`src/rtl/freq_pkg.sv`:
```
// Shared constants, FSM state type and band classifier for freq_classifier.
// The optional stability filter in freq_classifier is enabled by FREQ_STABLE_FILTER_EN.
package freq_pkg;

    localparam logic [3:0]  FREQ_NONE  = 4'd0;
    localparam logic [3:0]  FREQ_MIN   = 4'd7;
    localparam logic [3:0]  FREQ_MAX   = 4'd14;

    localparam logic [15:0] BAND_LO    = 16'd65;
    localparam logic [15:0] BAND_HI    = 16'd144;
    localparam logic [15:0] BAND_STEP  = 16'd10;
    localparam logic [15:0] BAND_ROUND = BAND_STEP >> 1;
    localparam logic [15:0] COUNT_MAX  = 16'hFFFF;

    typedef enum logic {
        COUNT = 1'b0,
        EVAL  = 1'b1
    } gate_state_e;

    // Rounds the window edge count to the nearest 100 Hz band; anything
    // outside 650..1449 Hz (including a saturated count) reads as no tone.
    function automatic logic [3:0] classify(input logic [15:0] count);
        logic [15:0] rounded;
        logic [3:0]  band;
        rounded = count + BAND_ROUND;
        band    = 4'(rounded / BAND_STEP);
        if (count < BAND_LO || count > BAND_HI) begin
            return FREQ_NONE;
        end
        if (band < FREQ_MIN || band > FREQ_MAX) begin
            return FREQ_NONE;
        end
        return band;
    endfunction

endpackage

```
`src/rtl/edge_sync.sv`:
```
// Two-flop synchronizer followed by a registered rising-edge strobe.
// Shared with the bump-sensor inputs, so it carries no frequency-specific logic.
module edge_sync (
    input  logic clock,
    input  logic reset,
    input  logic async_i,
    output logic rise_o
);

    logic sync0_q;
    logic sync1_q;
    logic prev_q;
    logic rise_q;

    // Metastability chain: only sync1_q is safe to use in logic.
    always_ff @(posedge clock) begin
        if (reset) begin
            sync0_q <= 1'b0;
            sync1_q <= 1'b0;
        end else begin
            sync0_q <= async_i;
            sync1_q <= sync0_q;
        end
    end

    always_ff @(posedge clock) begin
        if (reset) begin
            prev_q <= 1'b0;
            rise_q <= 1'b0;
        end else begin
            prev_q <= sync1_q;
            rise_q <= sync1_q & ~prev_q;
        end
    end

    assign rise_o = rise_q;

endmodule

```
`src/rtl/freq_classifier.sv`:
```
// Gated edge counter that turns the comparator square wave into the FreqState band code.
// Define FREQ_STABLE_FILTER_EN to require STABLE_WINDOWS matching windows before FreqState moves.
module freq_classifier
    import freq_pkg::*;
#(
    parameter int GATE_CYCLES    = 10_000_000,
    parameter int STABLE_WINDOWS = 3
) (
    input  logic        clock,
    input  logic        reset,
    input  logic        sig_in,
    output logic [3:0]  FreqState,
    output logic        window_done,
    output logic [15:0] edge_count,
    output logic        locked
);

    localparam int GATE_W = (GATE_CYCLES > 1) ? $clog2(GATE_CYCLES) : 1;
    localparam logic [GATE_W-1:0] GATE_LAST = GATE_W'(GATE_CYCLES - 1);

    logic              edgeStrobe;
    logic              captureNow;
    logic [GATE_W-1:0] gateCnt_q;
    logic [GATE_W-1:0] gateCnt_d;
    logic [15:0]       acc_q;
    logic [15:0]       acc_d;
    logic [15:0]       sample_q;
    logic [15:0]       sample_d;
    logic [15:0]       closingCount;
    logic [3:0]        windowClass;
    logic [3:0]        freq_q;
    logic [3:0]        freq_d;
    logic              lock_d;
    logic              done_q;
    logic [15:0]       count_q;
    logic              locked_q;
    gate_state_e       state_q;

    edge_sync u_edge_sync (
        .clock   (clock),
        .reset   (reset),
        .async_i (sig_in),
        .rise_o  (edgeStrobe)
    );

    // An edge landing on the capture cycle is folded into the closing window.
    always_comb begin
        captureNow   = (gateCnt_q == GATE_LAST);
        gateCnt_d    = captureNow ? '0 : gateCnt_q + GATE_W'(1);
        closingCount = (edgeStrobe && (acc_q != COUNT_MAX)) ? acc_q + 16'd1 : acc_q;
        acc_d        = captureNow ? 16'd0 : closingCount;
        sample_d     = captureNow ? closingCount : sample_q;
        windowClass  = classify(sample_q);
    end

    always_ff @(posedge clock) begin
        if (reset) begin
            gateCnt_q <= '0;
            acc_q     <= 16'd0;
            sample_q  <= 16'd0;
        end else begin
            gateCnt_q <= gateCnt_d;
            acc_q     <= acc_d;
            sample_q  <= sample_d;
        end
    end

`ifdef FREQ_STABLE_FILTER_EN
    localparam int RUN_W = (STABLE_WINDOWS > 0) ? $clog2(STABLE_WINDOWS + 1) : 1;
    localparam logic [RUN_W-1:0] RUN_LIMIT = RUN_W'(STABLE_WINDOWS);

    logic [3:0]       cand_q;
    logic [RUN_W-1:0] run_q;
    logic [RUN_W-1:0] run_d;

    // The run counter saturates at the limit so a long steady tone stays locked.
    always_comb begin
        run_d = run_q;
        if (windowClass == cand_q) begin
            if (run_q < RUN_LIMIT) begin
                run_d = run_q + RUN_W'(1);
            end
        end else begin
            run_d = RUN_W'(1);
        end
        freq_d = (run_d >= RUN_LIMIT) ? windowClass : freq_q;
        lock_d = (freq_d != FREQ_NONE) && (run_d >= RUN_LIMIT);
    end
`else
    logic unusedStable;
    assign unusedStable = (STABLE_WINDOWS > 0);

    always_comb begin
        freq_d = windowClass;
        lock_d = (windowClass != FREQ_NONE);
    end
`endif

    always_ff @(posedge clock) begin
        if (reset) begin
            state_q  <= COUNT;
            freq_q   <= FREQ_NONE;
            done_q   <= 1'b0;
            count_q  <= 16'd0;
            locked_q <= 1'b0;
`ifdef FREQ_STABLE_FILTER_EN
            cand_q   <= FREQ_NONE;
            run_q    <= '0;
`endif
        end else begin
            done_q <= 1'b0;
            case (state_q)
                COUNT: begin
                    if (captureNow) begin
                        state_q <= EVAL;
                    end
                end
                EVAL: begin
                    state_q  <= COUNT;
                    count_q  <= sample_q;
                    freq_q   <= freq_d;
                    locked_q <= lock_d;
                    done_q   <= 1'b1;
`ifdef FREQ_STABLE_FILTER_EN
                    cand_q   <= windowClass;
                    run_q    <= run_d;
`endif
                end
                default: begin
                    state_q <= COUNT;
                end
            endcase
        end
    end

    assign FreqState   = freq_q;
    assign window_done = done_q;
    assign edge_count  = count_q;
    assign locked      = locked_q;

    // Invariants the display and move controller rely on.
    assert property (@(posedge clock) disable iff (reset) window_done |=> !window_done);
    assert property (@(posedge clock) disable iff (reset) locked |-> (FreqState != FREQ_NONE));
    assert property (@(posedge clock) disable iff (reset)
        (FreqState == FREQ_NONE) || ((FreqState >= FREQ_MIN) && (FreqState <= FREQ_MAX)));
    assert property (@(posedge clock) disable iff (reset) (state_q == EVAL) |=> (state_q == COUNT));

endmodule

```
`config.mk`:
```
export PLATFORM = sky130hd
export DESIGN_NAME = freq_classifier
export DESIGN_NICKNAME = d
export VERILOG_FILES = /design/src/rtl/freq_pkg.sv /design/src/rtl/edge_sync.sv /design/src/rtl/freq_classifier.sv
export SDC_FILE = /design/constraint.sdc
export NUM_CORES = 1
export LEC_CHECK = 0
export ABC_AREA = 1
export BUFFER_PORTS_ARGS = -buffer_cell sky130_fd_sc_hd__buf_4
export CORE_MARGIN = 5
export CORE_UTILIZATION = 50
export DETAILED_ROUTE_END_ITERATION = 6
export PLACE_DENSITY_LB_ADDON = 0.1
export SLEW_MARGIN = 15
export SYNTH_ARGS = -nofsm -noshare
export SYNTH_HDL_FRONTEND = slang
export SYNTH_SLANG_ARGS = --single-unit
```
`constraint.sdc`:
```
create_clock -name clock -period 10.2 [get_ports clock]
set_clock_uncertainty 0.1 [all_clocks]
set_input_delay 1.02 -clock clock [delete_from_list [all_inputs] [get_ports clock]]
set_output_delay 1.02 -clock clock [all_outputs]
set_load 0.005 [all_outputs]
```
# [Word-level counts from Yosys, hierarchy flattened]
# Index checks and enable logic that the tools add are counted.
[totals] input_bits=3 mem_bits_ro=0 ramBits=0 elab_cells=41 register_bits=83 n_memories=0 out_inout_bits=22 latchBits=0
[classes] eq_ne=2 n_div=1 reduce_logical=5 shift=0 n_addsub=3 order_cmp=4 n_mux=11 n_bitwise=3 n_mul=0
[ops] operator="adder 24 x 1 -> 24 bit, second input constant" n=1
[ops] operator="equality test 24 bit, second input constant" n=1
[ops] operator="adder 16 x 1 -> 16 bit, second input constant" n=1
[ops] operator="adder 16 x 3 -> 16 bit, second input constant" n=1
[ops] operator="divider 16 x 4 -> 16 bit, second input constant" n=1
[ops] operator="> comparator 16 x 8 -> 1 bit, second input constant" n=1
[ops] operator="less-than comparator 16 x 7 -> 1 bit, second input constant" n=1
[ops] operator="2-to-1 mux 16 bit" n=1
[ops] operator="2-to-1 mux 4 bit" n=4
[ops] operator="inequality test 16 bit, second input constant" n=1
[ops] operator="2-to-1 mux 1 bit" n=5
[ops] operator="> comparator 4 bit, second input constant" n=1
[ops] operator="less-than comparator 4 x 3 -> 1 bit, second input constant" n=1
[ops] operator="nonzero test 4 bit" n=1
[ops] operator="logical OR 1 bit" n=2
[ops] operator="inverter 1 bit" n=2
[ops] operator="one-hot mux 1 bit (2 select lines)" n=1
[ops] operator="OR reduction 2 bit" n=1
[ops] operator="bitwise AND 1 bit" n=1
[ops] operator="logical AND 1 bit" n=1

# [Logic depth before layout (Yosys ltp)]
[logic_depth] word_depth=9 mapped_depth=67 mapped_depth_nobuf=67

# [Cells and area by module]
# From an unflattened synthesis, not the netlist that was laid out.
[hier_totals] hier_cells=675 area_unflattened_um2=4625.7
[by_module_without_submodules] module="freq_classifier" seq_area_each_um2=1581.5 instances=1 cells_each=663 area_each_um2=4510.6
[by_module_without_submodules] module="edge_sync" seq_area_each_um2=80.1 instances=1 cells_each=12 area_each_um2=115.1

# [Least setup slack after synthesis]
# No wires, ideal clock.
[synth_path] path_type="flip-flop to flip-flop" start="reg sample_q[0]" end="reg freq_q[0], in the netlist FreqState[0]" period_less_slack_ps=5045 path_buffers=0 path_slack_ps=5155 required_time_ps=9988 path_stages_with_launch=54 setup_time_ps=112 t_arrival_ps=4833 cell_sequence="dfxtp_1 ha_1 nor2_2 nor2_1 nand3_1 xor2_1 nand3_2 nand2_2 nand2_1 nand2_1 nand3_2 nand2_4 nand2_4 nand2_2 nand3_2 nand2_4 nand2_4 nand2_1 [18 not listed] nand2_2 nand2_4 nand2_2 nand2_1 nand3_2 nand2_4 nand3_1 nand2_2 inv_2 nand2_2 nand2_2 o21a_1 a21boi_0 nand2_1 nand2_2 nand2_2 nand2_1 nand2_1"
[synth_between] elab_chain_len=8 word_cells_on_any_way=14 cone_classes="1 x add/sub; 1 x div; 4 x order compare; 6 x mux; 2 x reduce/logical"
[synth_lines] element="start, declared" line_no="freq_classifier.sv:27" text="logic [15:0] sample_q;"
[synth_lines] element="start signal, assigned" line_no="freq_classifier.sv:64" text="sample_q <= sample_d;"
[synth_lines] element="adder 16 x 3 -> 16 bit" line_no="freq_pkg.sv:25" text="rounded = count + BAND_ROUND;"
[synth_lines] element="divider 16 x 4 -> 16 bit" line_no="freq_pkg.sv:26" text="band = 4'(rounded / BAND_STEP);"
[synth_lines] element="less-than comparator 4 x 3 -> 1 bit / > comparator 4 bit (equally long branches)" line_no="freq_pkg.sv:30" text="if (band < FREQ_MIN || band > FREQ_MAX) begin"
[synth_lines] element="logical OR 1 bit" line_no="freq_pkg.sv:30"
[synth_lines] element="2-to-1 mux 1 bit (2 in a row)" line_no="freq_pkg.sv:30"
[synth_lines] element="2-to-1 mux 4 bit" line_no="freq_pkg.sv:33" text="return band;"
[synth_lines] element="2-to-1 mux 4 bit *" line_no="freq_pkg.sv:30"
[synth_lines] element="end signal, assigned" line_no="freq_classifier.sv:121" text="freq_q <= freq_d;"
[synth_lines] element="end, declared" line_no="freq_classifier.sv:31" text="logic [3:0] freq_q;"
# Mark *: on every way between the ends. The rest lies on a longest branch, timed or not. The select of a mux whose other input is x is not followed.
# A chain may end at the register's enable or synchronous reset.

# [Worst setup path in the final report]
[layout_path] start="reg sample_q[0]" end="reg freq_q[1], in the netlist FreqState[1]"
# Same word-level chain as after synthesis.

==> metrics.cfg <==
[global_route]
grt_pass1_wl_um=16200
grt_pass1_vias=3855
grt_overflow=0
grt_max_degree=34
antenna_found_initial=0
grt_use_total_pct=17.2

[die]
die_h_um=106
start_util_pct=51.9
ios=25
chipWidth_um=106
num_rows=34
die_area_mm2=0.0112
core_mm2=0.00881

[layout]
areaGrowthSynthToFinish_pct=11.5
diodes=0
layout_commonest_cell=nand2_1
final_cell_mix=149 x nand2_1, 84 x inv_1, 83 x dfxtp_1
finalNetCount=701
finalNonFillerCells=806
drive_above_1_share_pct=16.0

[timing]
grt_setup_unrepaired=false
finalCritPeriodShare_pct=57.1
max_freq_mhz=172
slew_viol_final=0
fin_ws_ns=4.38
worst_pin_slew_ns=0.569
tns_ns=0
relSlewSlack_pct=61.9
setup_viol=0
post-route-min-period_ns=5.82
hold_viol_final=0
holdWs_ns=0.292

[critical_path]
cp-end-kind=register
crit_arrival_ns=5.97
path_common_cell=nand2_1
cpMaxStageDelayCell=dfxtp_1
r2r_slack_ns=4.38
worstPathRequired_ns=10.34
reg2reg_to=FreqState[1]$_SDFFE_PP0P_
crit_type=register to register
slowest_delay_ns=0.39
critPathMaxFanout=6
critPathLaunchType=register
crit-reg2reg-launch=sample_q[0]$_SDFFE_PP0P_
r2r_cells=52

[synthesis]
ys_types=33
synth_area_leaders=dfxtp_1 36%, nand2_1 12%, inv_1 6.9%
netlist_instances=665
synth_top_area_share_pct=36.3
synth_nets=673
synth.avg_cell_area_um2=6.88
yosysSeqAreaShare_pct=36.3
yosys.area.top_type=dfxtp_1
syn_area_mm2=0.00457
yosysWarnings=0
synth_seq_cells=83

[place]
place_ws_ns=4.39
gp_congestion=0.817
port_buffers=24
dp.final_hpwl_um=7240
dp.cells=790

[route]
drc=0
vias=4090
drt_iter0_drc=173
wl_per_cell_um=11.4
vias_per_cell=5.07
first_pass_iters=5
antenna_left=0
wl_um=9200

[clock_network]
cts_setup_buffers=0
root_buffer=clkbuf_8
cts_hold_buf=0
cts_tree=yes
h-tree-depth=3
cts_resized=0
clkSinkCount=83
numCtsBuffers=9
cts_max_path_buffers=2
worstSkewPairLatency_ns=0.34
path_clk_slew_ns=0.08

[power_and_ir_drop]
ir_worst_vdd_mv=0.0927
p_leak_nw=2.32
total_power_w=0.000597
p_per_area_mw_per_mm2=117

[flow_run]
cap_violations=0

[min_path]
holdPathEnd=u_edge_sync.rise_o$_SDFF_PP0_
hold_path_depth=1
min_from=u_edge_sync.prev_q$_SDFF_PP0_
hold_class=register to register

[run_status]
status=complete, no violations

[how the worst max path moves through the flow]
stage                                         from                         to  slack (ns)  cells past startpoint
after CTS                 sample_q[0]$_SDFFE_PP0P_  FreqState[0]$_SDFFE_PP0P_        4.37                     50
after floorplan           sample_q[0]$_SDFFE_PP0P_  FreqState[0]$_SDFFE_PP0P_        5.16                     53
after global routing      sample_q[0]$_SDFFE_PP0P_  FreqState[0]$_SDFFE_PP0P_        3.61                     54
final                     sample_q[0]$_SDFFE_PP0P_  FreqState[1]$_SDFFE_PP0P_        4.38                     52
after global placement    sample_q[0]$_SDFFE_PP0P_  FreqState[0]$_SDFFE_PP0P_        4.75                     58
after detailed placement  sample_q[0]$_SDFFE_PP0P_  FreqState[1]$_SDFFE_PP0P_        4.39                     49
[final cells by class]
| class | count | area, µm² |
|---|---|---|
| fill | 836 | 3710 |
| tap | 108 | 135 |
| clock buffer | 12 | 155 |
| inverter | 100 | 375 |
| clock inverter | 4 | 72.6 |
| multi-input combinational | 473 | 2500 |
| sequential | 83 | 1660 |
| timing repair buffer | 26 | 195 |
[through the flow]
stage          utilization, %  cell area (µm²)
3_5_place_dp             55.3             4870
6_report                 57.9             5100
2_1_floorplan               -             4570
3_3_place_gp             55.3             4870
5_1_grt                  57.9             5100
4_1_cts                  57.9             5100
[flip-flops by register name, indices dropped and copies added, names as in the netlist, 4 cells and up]
signal      count
gateCnt_q      24
acc_q          16
edge_count     16
FreqState       4
sample_q       16
[synth_stat cells]
cell and number:
nand2_1 149, nor2_1 61, and2_1 1, or2_2 1
a21boi_0 1, o22ai_1 17, xor2_1 22, nand2_2 25
a31oi_1 1, dfxtp_1 83, o21ai_1 4, and3_1 1
clkbuf_1 7, buf_1 2, nor3_1 19, ha_1 5
o21a_1 3, nand3_2 11, a211oi_1 1, nor2_4 1
nor4_1 6, nand4_1 14, nand3_1 62, nor2_2 1
mux2i_1 1, inv_2 16, inv_1 84, o21ai_4 1
nand2_4 13, o21ai_0 26, o21ai_2 2, xnor2_1 4
a21oi_1 20
[worst max-delay path, delay by kind of cell (launching register included)]
kind | cells | cell delay (ns)
DFF | 1 | 0.39
adders and majority gates | 1 | 0.21
buffers and inverters | 4 | 0.25
and+or+nand+nor | 44 | 4.16
AOI/OAI and AO/OA | 3 | 0.60
[where the power goes]
| group | switching (W) | internal [W] |
|---|---|---|
| clock network | 0.000110 | 0.000151 |
| registers | 0.000000900 | 0.000325 |
| logic | 0.00000703 | 0.00000298 |
| total | 0.000118 | 0.000479 |
[layer usage]
metal / track usage [%] / routed length [µm] / vias up / part of all wire [%]
li1: - / - / 2200 / -
met1: 20.1 / 4220 / 1830 / 46
met2: 31.6 / 4610 / 46 / 50
met3: 2.87 / 224 / 14 / 2.4
met4: 6.11 / 145 / 0 / 1.6
met5: 0 / 0 / - / 0
[logic make-up after synthesis]
kind of cell    after synthesis  synth area share, %
mux                           1                0.219
simple gates                365                 38.7
compound gates               76                 9.49
buf+inv                     109                 8.95
xor+xnor                     26                 4.98
fa+ha+maj                     5                 1.37
flops                        83                 36.3
Power figures use the tool's default switching activity.
